[config.mk]
export PLATFORM = sky130hd
export DESIGN_NAME = carryless_poly_reducer
export DESIGN_NICKNAME = d
export VERILOG_FILES = /design/src/rtl/carryless_pkg.sv /design/src/rtl/poly_reduce_step.sv /design/src/rtl/carryless_poly_reducer.sv
export SDC_FILE = /design/constraint.sdc
export NUM_CORES = 1
export LEC_CHECK = 0
export ABC_AREA = 1
export BUFFER_PORTS_ARGS = -buffer_cell sky130_fd_sc_hd__buf_4
export CORE_ASPECT_RATIO = 0.7
export CORE_UTILIZATION = 45
export DETAILED_ROUTE_END_ITERATION = 7
export GPL_TIMING_DRIVEN = 0
export PLACE_DENSITY = 0.65
export SLEW_MARGIN = 20
export SYNTH_ARGS = -nofsm -noshare
export SYNTH_HDL_FRONTEND = slang
export SYNTH_SLANG_ARGS = --single-unit
[constraint.sdc]
create_clock -name clk_i -period 2.7 [get_ports clk_i]
set_input_delay 0.135 -clock clk_i [delete_from_list [all_inputs] [get_ports clk_i]]
set_output_delay 0.135 -clock clk_i [all_outputs]
set_load 0.01 [all_outputs]
[src/rtl/carryless_pkg.sv]
// Shared types and sizing helpers for the carry-less polynomial reducer.
package carryless_pkg;

  typedef enum logic [1:0] {
    StIdle,
    StBusy,
    StDone
  } state_e;

  // Step-counter width; kept at least one bit so a single-pass configuration still elaborates.
  function automatic int unsigned cnt_width(input int unsigned data_width,
                                            input int unsigned bits_per_cycle);
    int unsigned w;
    w = $clog2(data_width / bits_per_cycle);
    return (w == 0) ? 1 : w;
  endfunction

endpackage

[src/rtl/poly_reduce_step.sv]
// One MSB-first long-division step over GF(2): shift in one dividend bit and
// subtract (xor) the polynomial when the bit shifted out of rem was set.
module poly_reduce_step
  import carryless_pkg::*;
#(
  parameter int unsigned DATA_WIDTH = 32
) (
  input  logic [DATA_WIDTH-1:0] rem,
  input  logic                  in_bit,
  input  logic [DATA_WIDTH-1:0] poly,
  output logic [DATA_WIDTH-1:0] next_rem
);

  logic fb;

  // The implicit x^N term cancels the bit shifted out, so only poly is xored in.
  always_comb begin
    fb       = rem[DATA_WIDTH-1];
    next_rem = {rem[DATA_WIDTH-2:0], in_bit} ^ (fb ? poly : '0);
  end

endmodule

[src/rtl/carryless_poly_reducer.sv]
// Sequential reducer: (H*x^N xor L) mod (x^N + poly), BITS_PER_CYCLE bits per clock.
module carryless_poly_reducer
  import carryless_pkg::*;
#(
  parameter int unsigned DATA_WIDTH     = 32,
  parameter int unsigned BITS_PER_CYCLE = 1
) (
  input  logic                  clk_i,
  input  logic                  rst_n_i,
  input  logic                  valid_i,
  output logic                  ready_o,
  input  logic [DATA_WIDTH-1:0] product_high_i,
  input  logic [DATA_WIDTH-1:0] product_low_i,
  input  logic [DATA_WIDTH-1:0] poly_i,
  output logic                  valid_o,
  input  logic                  ready_i,
  output logic [DATA_WIDTH-1:0] remainder_o
);

  localparam int unsigned Steps = DATA_WIDTH / BITS_PER_CYCLE;
  localparam int unsigned CntW  = cnt_width(DATA_WIDTH, BITS_PER_CYCLE);
  localparam logic [CntW-1:0] LastCnt = CntW'(Steps - 1);

  if ((DATA_WIDTH % BITS_PER_CYCLE) != 0) begin : g_bad_cfg
    $error("BITS_PER_CYCLE must divide DATA_WIDTH");
  end

  state_e                state_q;
  logic [DATA_WIDTH-1:0] rem_q;
  logic [DATA_WIDTH-1:0] shift_q;
  logic [DATA_WIDTH-1:0] poly_q;
  logic [DATA_WIDTH-1:0] result_q;
  logic [CntW-1:0]       count_q;
  logic                  ready_q;
  logic                  valid_q;

  // chain[0] is the current remainder; chain[BITS_PER_CYCLE] is this cycle's update.
  logic [BITS_PER_CYCLE:0][DATA_WIDTH-1:0] chain;

  assign chain[0] = rem_q;

  for (genvar j = 0; j < BITS_PER_CYCLE; j++) begin : g_step
    poly_reduce_step #(
      .DATA_WIDTH(DATA_WIDTH)
    ) u_step (
      .rem     (chain[j]),
      .in_bit  (shift_q[DATA_WIDTH-1-j]),
      .poly    (poly_q),
      .next_rem(chain[j+1])
    );
  end

  // Control FSM plus datapath registers; all outputs come straight from flops.
  always_ff @(posedge clk_i) begin
    if (!rst_n_i) begin
      state_q  <= StIdle;
      rem_q    <= '0;
      shift_q  <= '0;
      poly_q   <= '0;
      result_q <= '0;
      count_q  <= '0;
      ready_q  <= 1'b1;
      valid_q  <= 1'b0;
    end else begin
      unique case (state_q)
        StIdle: begin
          if (valid_i) begin
            rem_q   <= product_high_i;
            shift_q <= product_low_i;
            poly_q  <= poly_i;
            count_q <= '0;
            ready_q <= 1'b0;
            state_q <= StBusy;
          end
        end
        StBusy: begin
          rem_q   <= chain[BITS_PER_CYCLE];
          shift_q <= shift_q << BITS_PER_CYCLE;
          count_q <= count_q + 1'b1;
          if (count_q == LastCnt) begin
            result_q <= chain[BITS_PER_CYCLE];
            valid_q  <= 1'b1;
            state_q  <= StDone;
          end
        end
        StDone: begin
          if (ready_i) begin
            valid_q <= 1'b0;
            ready_q <= 1'b1;
            state_q <= StIdle;
          end
        end
        default: state_q <= StIdle;
      endcase
    end
  end

  assign ready_o     = ready_q;
  assign valid_o     = valid_q;
  assign remainder_o = result_q;

endmodule

* Yosys cells after proc, flatten, opt, wreduce, memory -nomap -nowiden *
Index checks and enable logic that the tools add are counted.

operators by class
  add/sub/neg operators = 1
  equality and inequality tests = 6
  muxes and demuxes = 17
  bitwise operators = 1
  reduce and logical (&&, ||, !) cells = 10

operators with widths
  cell                                                             count
  32-bit one-hot mux with 2 select lines                           2
  32-bit 2-to-1 mux                                                3
  32-bit XOR                                                       1
  5-bit one-hot mux with 2 select lines                            1
  3-bit AND reduction                                              3
  2-bit 2-to-1 mux                                                 3
  2-bit inequality test, second input constant                     3
  2-bit one-hot mux with 3 select lines                            1
  2-bit AND reduction                                              3
  2-bit nonzero test                                               3
  5-bit by 1-bit adder with 5-bit output, second input constant    1
  5-bit == test, second input constant                             1
  5-bit 2-to-1 mux                                                 1
  1-bit 2-to-1 mux                                                 4
  1-bit one-hot mux with 2 select lines                            2
  2-bit by 1-bit == test with 1-bit output, second input constant  1
  2-bit == test, second input constant                             1
  2-bit zero test                                                  1

word-level totals
  flip-flop bits (word level) = 137
  input bits = 100
  output and inout port bits = 34
  word-level logic and storage cells = 43

* Longest topological paths before layout *
  depth after elaboration = 3
  gate-level depth with buffers = 10

* Modules after synthesis *
A second synthesis with hierarchy kept.

second synthesis, totals
  cells, all modules = 1113
  area, all modules = 6940.4 um^2

by module, submodules not included
  module                  times used  cells each  area an instance (um^2)  sequential area each (um^2)
  carryless_poly_reducer  1           946         6221.0                   2742.6
  poly_reduce_step        1           167         719.4                    0.0

* Least setup slack after synthesis *
OpenSTA, ideal clock, no wires.

  path type = register to register
  start point = reg count_q[0]
  end point = reg result_q[30], in the netlist remainder_o[30]
  arrival time = 1.422 ns
  data required time = 2.583 ns
  setup slack = 1.161 ns
  stages on the path, launching flop included = 11
  period minus slack after synthesis = 1.539 ns
  path through = dfxtp_1 -> ha_1 -> inv_1 -> nor3_1 -> ha_1 -> inv_1 -> nor2_2 -> inv_2 -> buf_2 -> nor2_1 -> nor2_1

on the way
  word-level cells in the longest chain between the ends = 2

ends and longest elaborated chain
  item                                  RTL line                      text
  from (decl)                           carryless_poly_reducer.sv:33  logic [CntW-1:0] count_q;
  from (signal assigned)                carryless_poly_reducer.sv:79  count_q <= count_q + 1'b1;
  5-bit == test                         carryless_poly_reducer.sv:80  if (count_q == LastCnt) begin
  2-bit AND reduction (no source line)  --
  to (signal assigned)                  carryless_poly_reducer.sv:81  result_q <= chain[BITS_PER_CYCLE];
  to (decl)                             carryless_poly_reducer.sv:32  logic [DATA_WIDTH-1:0] result_q;

No other way between the ends.
A chain may end at the register's enable or synchronous reset.

* Worst setup path in the final report *
  start point = reg count_q[0]
  end point = reg result_q[7], in the netlist remainder_o[7]

Same word-level chain as after synthesis.

==> impl_metrics.json <==
{
  "crit_path_top_delay_cell": "dfxtp_1",
  "worst_path_largest_cell_delay_ns": 0.37,
  "nFillCells": 1320,
  "start_util": 0.467,
  "final_cell_mix": "nand2_1 (310), nor2_1 (180), dfxtp_1 (137)",
  "crit_arrival_ns": 2.39,
  "viasPerCell": 4.87,
  "critPathCaptureType": "register",
  "synth.cell_area_um2": 6220,
  "dp_hpwl_mm": 13.1,
  "p_comb_frac": 0.131,
  "routedWlPerCell_um": 14.0,
  "cts_max_level": 4,
  "antenna_left": 0,
  "cts-root-buf": "clkbuf_16",
  "pwr-share-clk": 0.464,
  "gr-total-overflow": 0,
  "cts_sinks": 137,
  "slew_headroom": 0.587,
  "power.leakage_nw": 4.16,
  "critical_path.top_delay_family": "simple AND/OR/NAND/NOR gates",
  "io-pin-count": 134,
  "synth_top_area_share": 0.441,
  "fin_crit_sh": 0.759,
  "path_class": "register to register",
  "p_seq_frac": 0.405,
  "setup_viol": 0,
  "power.density_nw_per_um2": 656,
  "cts_buffer_depth": 2,
  "crit_chain": "ha_1 > inv_1 > nor3_1 > ha_1 > inv_1 > nor2_2 > buf_2 > nand2_1 > a21oi_1",
  "max_freq_mhz": 488,
  "rrSetupSlack_ns": 0.65,
  "core_area_um2": 13300,
  "num_rows": 35,
  "die_y_um": 100,
  "nets": 1256,
  "mostFrequentLayoutCell": "nand2_1",
  "fin_area_um2": 8380,
  "ys_top_cells_by_area": "dfxtp_1 (44%), nand2_1 (19%), nor2_1 (11%)",
  "ys.warnings.count": 0,
  "place_congestion": 0.810,
  "totalWireLength_mm": 18.9,
  "reg2reg_depth": 9,
  "r2r_start": "count_q[0]",
  "syn-instance-count": 974,
  "critPathBufInv": 3,
  "cp-startpoint": "count_q[0]",
  "first_pass_iters": 5,
  "grt_usage": 0.280,
  "antenna_found_initial": 0,
  "rsz0062_at_grt": "false",
  "required_ns": 3.04,
  "synth_cell_type_count": 20,
  "maxSlewViolCount": 0,
  "hold_class": "primary input to register",
  "cts_buffers": 17,
  "power_w": 0.00550,
  "cp_max_fo": 10,
  "max-vdd-ir-drop_uv": 468,
  "startpoint_type": "register",
  "clock_skew_ns": 0.00607,
  "syn_nets": 1076,
  "grt_pass1_wl_mm": 31.0,
  "ys_ff_latch": 137,
  "endpoint": "remainder_o[7]",
  "status": "finished clean",
  "first_global_vias": 6143,
  "yosys.area.top_type": "dfxtp_1",
  "tns_ns": 0,
  "r2r-end": "remainder_o[7]",
  "cp_num_cells": 9,
  "power_switching_share": 0.255,
  "clk_pin_slew_ns": 0.06,
  "fp.dieArea_um2": 14300,
  "post_cts_resize_count": 0,
  "post_dp_cell_area_um2": 7430,
  "die_x_um": 143,
  "cts_tree": "done",
  "num_antenna_cells": 0,
  "drtIter0Drc": 433,
  "areaGrowthSynthToFinish_pct": 34.8,
  "post-route-drc-count": 0,
  "syn_area_per_cell_um2": 6.39,
  "vias": 6589,
  "drv_cap": 0,
  "clk_latency_ns": 0.42,
  "hold_viol_final": 0,
  "layout_min_cycle_time_ns": 2.05,
  "grt_max_degree": 17,
  "drive_gt1_frac": 0.168,
  "max_slew.worst_pin.slew_ns": 0.620,
  "p_switching_w": 0.00140,
  "seq_area_frac_synth": 0.441,
  "numPortBuffers": 131,
  "p_int_w": 0.00409
}
cell type report:
cell class,instances,area [µm²],area share
plain buffers,61,269,0.0321
multi-input cells,702,2930,0.350
clock buffers,22,484,0.0578
well taps,185,231,0.0276
clock inverters,10,164,0.0196
repair buffers,161,1280,0.153
inverters,74,278,0.0331
flip-flops and latches,137,2740,0.327
worst min-delay path by stage:
stage,start,slack (ns),depth (start not counted),end
2_1_floorplan,ready_i,0.24,1,state_q[1]
3_3_place_gp,ready_i,0.33,2,state_q[1]
3_5_place_dp,ready_i,0.35,2,state_q[1]
4_1_cts,poly_i[5],0.002,3,poly_q[5]
5_1_grt,poly_i[5],0.04,3,poly_q[5]
6_report,poly_i[5],0.006,3,poly_q[5]
routing by layer:
metal | global-route usage | up-vias | part of all wire
li1 | - | 3395 | -
met1 | 0.405 | 2967 | 0.51
met2 | 0.434 | 210 | 0.42
met3 | 0.0448 | 17 | 0.056
met4 | 0.0744 | 0 | 0.0096
met5 | 0 | - | 0
flip-flops by register name (all words and copies together), names as in the netlist:
register / flops
count_q: 5
poly_q: 32
rem_q: 32
state_q: 2
remainder_o: 32
shift_q: 32
valid_o: 1
ready_o: 1
cell usage after synthesis:
master    count
nor2_1      180
inv_2         3
dfxtp_1     137
o21ai_0      87
inv_1        71
buf_2        26
nand3_1      97
xnor2_1       1
ha_1          2
a21oi_1      13
nand2_1     310
nor3b_1       1
o21ai_2       1
nor3_1        1
buf_4         2
o31ai_1       1
buf_1         6
o21ai_1       6
clkbuf_1     27
nor2_2        2
tightest hold or removal path, stage by stage:
cell and delay, ns:
buf_4 0.07, o21ai_0 0.08, nor2_1 0.09
stage by stage:
stage / std cells / hold slack [ns] / setup slack, ns / utilization
2_1_floorplan: 974 / 0.236 / 1.16 / -
3_3_place_gp: 1290 / 0.335 / 0.705 / 0.558
3_5_place_dp: 1290 / 0.355 / 0.711 / 0.558
4_1_cts: 1352 / 0.00189 / 0.701 / 0.630
5_1_grt: 1352 / 0.0354 / 0.511 / 0.630
6_report: 1352 / 0.00626 / 0.651 / 0.630
kinds of logic after synthesis:
kind of cell / after synthesis / synth area share
flops: 137 / 0.441
buf+inv: 135 / 0.0879
compound gates: 108 / 0.0879
xor+xnor: 1 / 0.00141
fa+ha+maj: 2 / 0.00402
simple gates: 591 / 0.378
timing repair:
action | CTS | global route
endpoints found under the hold margin | 30 | 0
hold buffers | 30 | 0
buffers inserted | 0 | 0
power groups by stage:
stage          clock, W  combinational [W]  sequential [W]
2_1_floorplan         0           0.000425         0.00225
3_3_place_gp          0           0.000672         0.00226
3_5_place_dp          0           0.000676         0.00227
4_1_cts         0.00258           0.000716         0.00223
5_1_grt         0.00266           0.000818         0.00224
6_report        0.00255           0.000721         0.00223
No activity file was read; power rests on OpenSTA's default activity.
